[config.mk]
export PLATFORM = sky130hd
export DESIGN_NAME = fifo_array_drain
export DESIGN_NICKNAME = d
export VERILOG_FILES = /design/src/rtl/fifo_array_drain.sv
export SDC_FILE = /design/constraint.sdc
export NUM_CORES = 1
export LEC_CHECK = 0
export ABC_AREA = 1
export BUFFER_PORTS_ARGS = -buffer_cell sky130_fd_sc_hd__clkbuf_2
export CORE_AREA = 2 2 118 120
export DETAILED_ROUTE_END_ITERATION = 10
export DIE_AREA = 0 0 120 122
export PLACE_DENSITY = 0.71
export SLEW_MARGIN = 40
export SYNTH_ARGS = -nofsm -noshare
export SYNTH_HDL_FRONTEND = slang
export SYNTH_SLANG_ARGS = --single-unit
[constraint.sdc]
create_clock -name clk -period 5.4 [get_ports clk]
set_input_delay 0.54 -clock clk [delete_from_list [all_inputs] [get_ports clk]]
set_output_delay 0.54 -clock clk [all_outputs]
set_load 0.01 [all_outputs]
[src/rtl/fifo_array_drain.sv]
// rtl/fifo_array_drain.sv - drains the column FIFO array row-major into the output memory
// Each word takes a CHECK (issue r_en) and a CAPT (register FIFO data) cycle.
module fifo_array_drain #(
  parameter int data_size  = 16,
  parameter int array_size = 9,
  parameter int addr_width = 16,
  parameter int row_width  = 12
) (
  input  logic                           clk,
  input  logic                           reset,
  input  logic                           start,
  input  logic [row_width-1:0]           num_rows,
  input  logic [addr_width-1:0]          base_addr,
  input  logic [array_size-1:0]          empty,
  input  logic [data_size*array_size-1:0] out_bus,
  output logic [array_size-1:0]          r_en,
  output logic                           mem_wr_en,
  output logic [addr_width-1:0]          mem_addr,
  output logic [data_size-1:0]           mem_data,
  output logic                           busy,
  output logic                           done
);

  localparam int col_width = (array_size > 1) ? $clog2(array_size) : 1;
  localparam logic [col_width-1:0] last_col = col_width'(array_size - 1);

  typedef enum logic [1:0] {IDLE, CHECK, CAPT, FIN} state_t;

  state_t                state;
  state_t                state_next;
  logic [row_width-1:0]  rows;
  logic [row_width-1:0]  row;
  logic [col_width-1:0]  col;
  logic [addr_width-1:0] addr;
  logic                  last_word;

  assign last_word = (col == last_col) && (row == rows - row_width'(1));
  assign busy      = (state != IDLE);
  assign done      = (state == FIN);

  always_ff @(posedge clk) begin
    if (reset) state <= IDLE;
    else       state <= state_next;
  end

  always_comb begin
    state_next = state;
    r_en       = '0;
    case (state)
      IDLE: begin
        if (start) state_next = (num_rows == '0) ? FIN : CHECK;
      end
      CHECK: begin
        // Stall on the current column; never skip ahead to a ready one.
        if (!empty[col]) begin
          r_en[col]  = 1'b1;
          state_next = CAPT;
        end
      end
      CAPT: begin
        state_next = last_word ? FIN : CHECK;
      end
      FIN: begin
        state_next = IDLE;
      end
      default: state_next = IDLE;
    endcase
  end

  always_ff @(posedge clk) begin
    if (reset) begin
      rows      <= '0;
      row       <= '0;
      col       <= '0;
      addr      <= '0;
      mem_addr  <= '0;
      mem_data  <= '0;
      mem_wr_en <= 1'b0;
    end else begin
      mem_wr_en <= 1'b0;
      case (state)
        IDLE: begin
          if (start) begin
            rows <= num_rows;
            row  <= '0;
            col  <= '0;
            addr <= base_addr;
          end
        end
        CAPT: begin
          mem_data  <= out_bus[col*data_size +: data_size];
          mem_addr  <= addr;
          mem_wr_en <= 1'b1;
          addr      <= addr + addr_width'(1);
          if (col == last_col) begin
            col <= '0;
            row <= row + row_width'(1);
          end else begin
            col <= col + col_width'(1);
          end
        end
        default: ;
      endcase
    end
  end

endmodule
==> results of run 1 <==
## report_power, final
part	internal [mW]	switching, mW	total [mW]
Clock	0.415	0.265	0.680
Sequential	0.620	0.0347	0.655
Combinational	0.132	0.207	0.339
## per-layer routing
layer  vias up  routed length, µm  track usage [%]
li1       3153                  -                -
met1      2819               8740             35.8
met2       265               8340             38.3
met3        30               1340             5.62
met4         0                279             5.00
met5         -                  0                0
## final cells by class
class                           instances  area, µm²  share of cell area (%)
Multi-Input combinational cell        615       3200                    47.5
Tap cell                              180        225                    3.34
Clock buffer                            9        225                    3.34
Clock inverter                          7        108                    1.59
Inverter                               62        235                    3.49
Sequential cell                        79       1580                    23.5
Timing Repair Buffer                  231       1170                    17.3
## critical path: stages, from the launching register on
cell      delay [ns]
dfxtp_1         0.82
clkinv_1        0.77
o22ai_2         0.43
nand2_1         0.15
nor3_1          0.18
clkbuf_2        0.17
## registers in the layout, indices dropped and copies added (netlist names)
name / cells
mem_data: 16
col: 4
row: 12
addr: 16
rows: 12
state: 2
mem_addr: 16
mem_wr_en: 1
## layout by cell type, fill, tap and decap left out, types with 4 or more instances in the layout
master	count
clkbuf_2	227
nor2_1	126
dfxtp_1	78
nor2_4	4
ha_1	7
o2111ai_1	16
nor4_1	5
nand2_1	130
clkbuf_16	9
nand3_1	42
o21a_1	16
a21oi_1	54
xnor2_1	4
nand4_1	4
inv_1	49
o21ai_0	96
xor2_1	8
a211oi_1	4
o211ai_1	6
nor3_1	18
inv_2	10
o21ai_1	34
buf_4	4
o221ai_1	17
## logic make-up (layout without fill, tap and decap cells)
logic type	count (synthesis)	in the layout	synth area share [%]
AOI/OAI and AO/OA	256	256	29.2
xor gates and xnor gates	12	12	2.01
buffers and inverters	112	309	8.48
and+or+nand+nor	340	340	28.3
DFF	79	79	30.3
adders and majority gates	7	7	1.68
## final timing paths
kind / start / endpoint / cells past startpoint
worst max-delay path: col[1] / r_en[3] / 5
worst min-delay path: base_addr[3] / addr[3] / 3
worst max register to register: col[1] / row[6] / 11
worst min register to register: mem_addr[15] / mem_addr[15] / 2
## per-stage QoR
stage | hold WS, ns | std cells | cell area (µm²) | utilization, % | setup WS (ns)
finish | 0.452 | 1183 | 6750 | 50.0 | 2.00
global placement | 0.457 | 1167 | 6410 | 47.5 | 2.42
global route | 0.466 | 1183 | 6750 | 50.0 | 1.73
CTS | 0.450 | 1183 | 6740 | 49.9 | 2.02
detailed placement | 0.456 | 1167 | 6410 | 47.5 | 2.39
floorplan | 0.461 | 806 | 5220 | - | 3.24
## cell usage after synthesis (2+ instances only)
master,number
nand2_1,130
nor2_1,126
o21ai_0,96
dfxtp_1,79
a21oi_1,54
inv_1,49
nand3_1,42
o21ai_1,34
clkbuf_1,32
nor3_1,18
o221ai_1,17
buf_2,16
o2111ai_1,16
o21a_1,16
inv_2,10
xor2_1,8
ha_1,7
o211ai_1,6
nor4_1,5
a211oi_1,4
nand4_1,4
nor2_4,4
xnor2_1,4
nand3_4,3
nor2_2,3
a311oi_1,2
a31oi_1,2
a41oi_1,2
buf_1,2
clkinv_1,2
nand3_2,2
nor3_2,2
==> impl_metrics.json, run 1 <==
{
  "status": "finished, final reports clean",
  "fin_crit_sh_pct": 63.0,
  "grt_overflow": 0,
  "port_buffers": 227,
  "max_cap_viol_count": 0,
  "area_growth_pct": 29.1,
  "maxSlewHeadroom_pct": 46.4,
  "grt_max_degree": 79,
  "fmax_ghz": 0.294,
  "vias": 6267,
  "placementRows": 43,
  "crit_fanout": 21,
  "seq_area_frac_synth_pct": 30.3,
  "ant_nets": 0,
  "clock_latency_ns": 0.34,
  "p_per_area_nw_per_um2": 248,
  "post_synth_num_cell_types": 41,
  "post-cts-setup-buffers": 0,
  "synth_top_area_share_pct": 30.3,
  "leakage_nw": 3.09,
  "die_y_um": 122,
  "finalClockSkew_ns": 0.00791,
  "critPathArrivalTime_ns": 2.86,
  "drt_first_iter_violations": 673,
  "drtPass1Iterations": 5,
  "end_kind": "output pin",
  "ys_async_sr_fraction_pct": 0,
  "syn_nets": 997,
  "grt_pass1_vias": 5639,
  "setup_viol": 0,
  "tns_ns": 0,
  "hold_path_class": "primary input to flop",
  "io_pins": 228,
  "wire_per_inst_um": 15.8,
  "cts.htree.levels": 3,
  "drive_gt1_share_pct": 27.6,
  "rsz0062_at_grt": "no",
  "start_util_pct": 38.7,
  "finalWirelength_um": 18700,
  "via_per_inst": 5.30,
  "antennaDiodeCount": 0,
  "cts.reportedPaths.clkPinSlew_ns": 0.07,
  "synthesis.area_um2": 5220,
  "cts_sinks": 79,
  "cts_tree": "done",
  "antenna_found_initial": 0,
  "hold_violations": 0,
  "ir_worst_vdd_uv": 163,
  "num-fill-cells": 1386,
  "cts-root-buf": "clkbuf_16",
  "place_hpwl_um": 14200,
  "cp_data_required_time_ns": 4.86,
  "die-area_um2": 14600,
  "final_max_slew_viol_count": 0,
  "fp.dieW_um": 120,
  "path_class": "flop to output pin",
  "syn_avg_cell_area_um2": 6.48,
  "tightest_slew_ns": 0.802,
  "cts_buffer_depth": 2,
  "finalPower_mw": 1.67,
  "grt.total_usage_pct": 24.9,
  "nets": 1189,
  "start_kind": "flop",
  "synth_area_leader_cell": "dfxtp_1",
  "cts-buffers-inserted": 9,
  "ys.flop_type": "dfxtp_1",
  "syn_inst": 806,
  "gp_congestion": 0.976,
  "timing.final.crit_period_ns": 3.40,
  "synth-edff-count": 0,
  "r2r_setup_slack_ns": 2.39,
  "ys_seq_elements": 79,
  "drc": 0,
  "yosys-top-cells-area": "dfxtp_1, nand2_1, o21ai_0",
  "grt_pass1_wl_um": 28900,
  "synth_warnings": 0,
  "holdBufCountCts": 0,
  "core-area_um2": 13500,
  "ctsResizeCount": 0
}
Note: power is estimated with default switching activity, not from simulation.
==> inputs of run 2 (changes only) <==
Clock period 5.4 ns to 3.2 ns, I/O delays scaled along.
==> impl_metrics.json, run 2 (synthesized netlist as in run 1, its figures left out) <==
{
  "status": "finished, final reports clean",
  "setup_viol": 0,
  "tns_ns": 0,
  "place_area_um2": 6480,
  "use_met1_pct": 36.3,
  "place_inst": 1177,
  "hold_path_class": "primary input to flop",
  "r2r_cells": 12,
  "post-cts-setup-buffers": 0,
  "grt_pass1_wl_um": 29700,
  "leakage_nw": 3.12,
  "path_class": "flop to output pin",
  "nets": 1199,
  "grt.total_usage_pct": 25.8,
  "placementRows": 43,
  "start_kind": "flop",
  "tightest_slew_ns": 0.631,
  "mostFrequentLayoutCell": "clkbuf_2",
  "via_per_inst": 5.26,
  "use_met2_pct": 38.9,
  "place_hpwl_um": 14600,
  "crit_chain": "buf_4 -> ha_1 -> inv_1 -> nor3_1 -> clkbuf_2",
  "clock_latency_ns": 0.34,
  "core-area_um2": 13500,
  "start_util_pct": 38.7,
  "drive_gt1_share_pct": 28.3,
  "fmax_ghz": 0.411,
  "timing.rr.start": "col[1]",
  "final_area_um2": 6770,
  "fin_crit_sh_pct": 76.1,
  "use_met3_pct": 6.84,
  "wire_per_inst_um": 15.9,
  "hold_slack_ns": 0.232,
  "slowest_stage": "buf_4",
  "port_buffers": 227,
  "cts_tree": "done",
  "drt_first_iter_violations": 525,
  "min_path_cells": 3,
  "vias": 6274,
  "die-area_um2": 14600,
  "top_regs": "addr x16, mem_addr x16, mem_data x16",
  "ir_worst_vdd_uv": 263,
  "rsz0062_at_grt": "no",
  "p_per_area_nw_per_um2": 396,
  "drc": 0,
  "finalClockSkew_ns": 0.00863,
  "gp_congestion": 0.959,
  "area_growth_pct": 29.6,
  "pre_cts_ws_ns": 1.08,
  "finalPower_mw": 2.68,
  "antenna_found_initial": 0,
  "ctsResizeCount": 0,
  "io_pins": 228,
  "final_cells": 1193,
  "top_usage_layer": "met2",
  "final_max_slew_viol_count": 0,
  "cts-buffers-inserted": 9,
  "ant_nets": 0,
  "hold_end": "addr[6]",
  "fp.dieW_um": 120,
  "grt_overflow": 0,
  "hold_violations": 0,
  "die_y_um": 122,
  "final_cell_mix": "clkbuf_2, nand2_1, nor2_1",
  "drtPass1Iterations": 5,
  "holdBufCountCts": 0,
  "r2r-end": "row[6]",
  "cts.reportedPaths.clkPinSlew_ns": 0.07,
  "critPathArrivalTime_ns": 2.11,
  "maxSlewHeadroom_pct": 57.9,
  "finalWirelength_um": 19000,
  "end_kind": "output pin",
  "grt_max_degree": 64,
  "cts_sinks": 79,
  "min_from": "base_addr[6]",
  "r2r_setup_slack_ns": 1.03,
  "grt_pass1_vias": 5689,
  "max_stage_delay_ns": 0.56,
  "fin_ws_ns": 0.765,
  "timing.final.crit_period_ns": 2.43,
  "cts_buffer_depth": 2,
  "cts.htree.levels": 3,
  "fin_util_pct": 50.1,
  "cts-root-buf": "clkbuf_16",
  "antennaDiodeCount": 0,
  "max_cap_viol_count": 0,
  "crit_fanout": 63,
  "cp_data_required_time_ns": 2.88
}
==> run 2: cell count changes in the layout (fill, tap and decap cells not counted) <==
| cell | previous run | this run |
|---|---|---|
| nand2_4 | 1 | 0 |
| buf_4 | 4 | 14 |
| clkinv_4 | 0 | 2 |
| clkinv_2 | 0 | 1 |
| bufinv_16 | 2 | 0 |
| clkinvlp_4 | 1 | 0 |
| nand2_2 | 0 | 1 |
==> run 2: area by class of cell <==
class / instances / area [µm²]
fillers: 1420 / 6730
multi-input cells: 615 / 3200
flip-flops and latches: 79 / 1580
repair buffers: 241 / 1240
inverters: 62 / 235
clock buffers: 9 / 225
well taps: 180 / 225
clock inverters: 7 / 62.6
==> run 2: worst max path at each step <==
stage | slack (ns) | depth (start not counted) | end | from
floorplan | 1.09 | 13 | row[9] | col[1]
global placement | 1.11 | 12 | row[6] | col[1]
detailed placement | 1.08 | 12 | row[6] | col[1]
CTS | 0.80 | 5 | r_en[7] | col[0]
global route | 0.52 | 5 | r_en[7] | col[0]
finish | 0.77 | 5 | r_en[7] | col[0]
==> run 2: power breakdown <==
group          switching [mW]  internal (mW)
Sequential             0.0572           1.05
Combinational           0.347          0.231
Clock                   0.454          0.543
Total                   0.858           1.82
==> run 2: per-layer routing <==
metal / share of wire, % / wire, µm
met3: 7.1 / 1340
met5: 0 / 0
met2: 44 / 8330
met4: 2.0 / 380
met1: 47 / 8900
==> run 2: worst max-delay path: cells and delay by family (launching register included) <==
kind | cells | cell delay, ns
adder cells (fa/ha/maj) | 1 | 0.27
flip-flops | 1 | 0.49
buffers and inverters | 3 | 0.81
AND/OR/NAND/NOR | 1 | 0.19
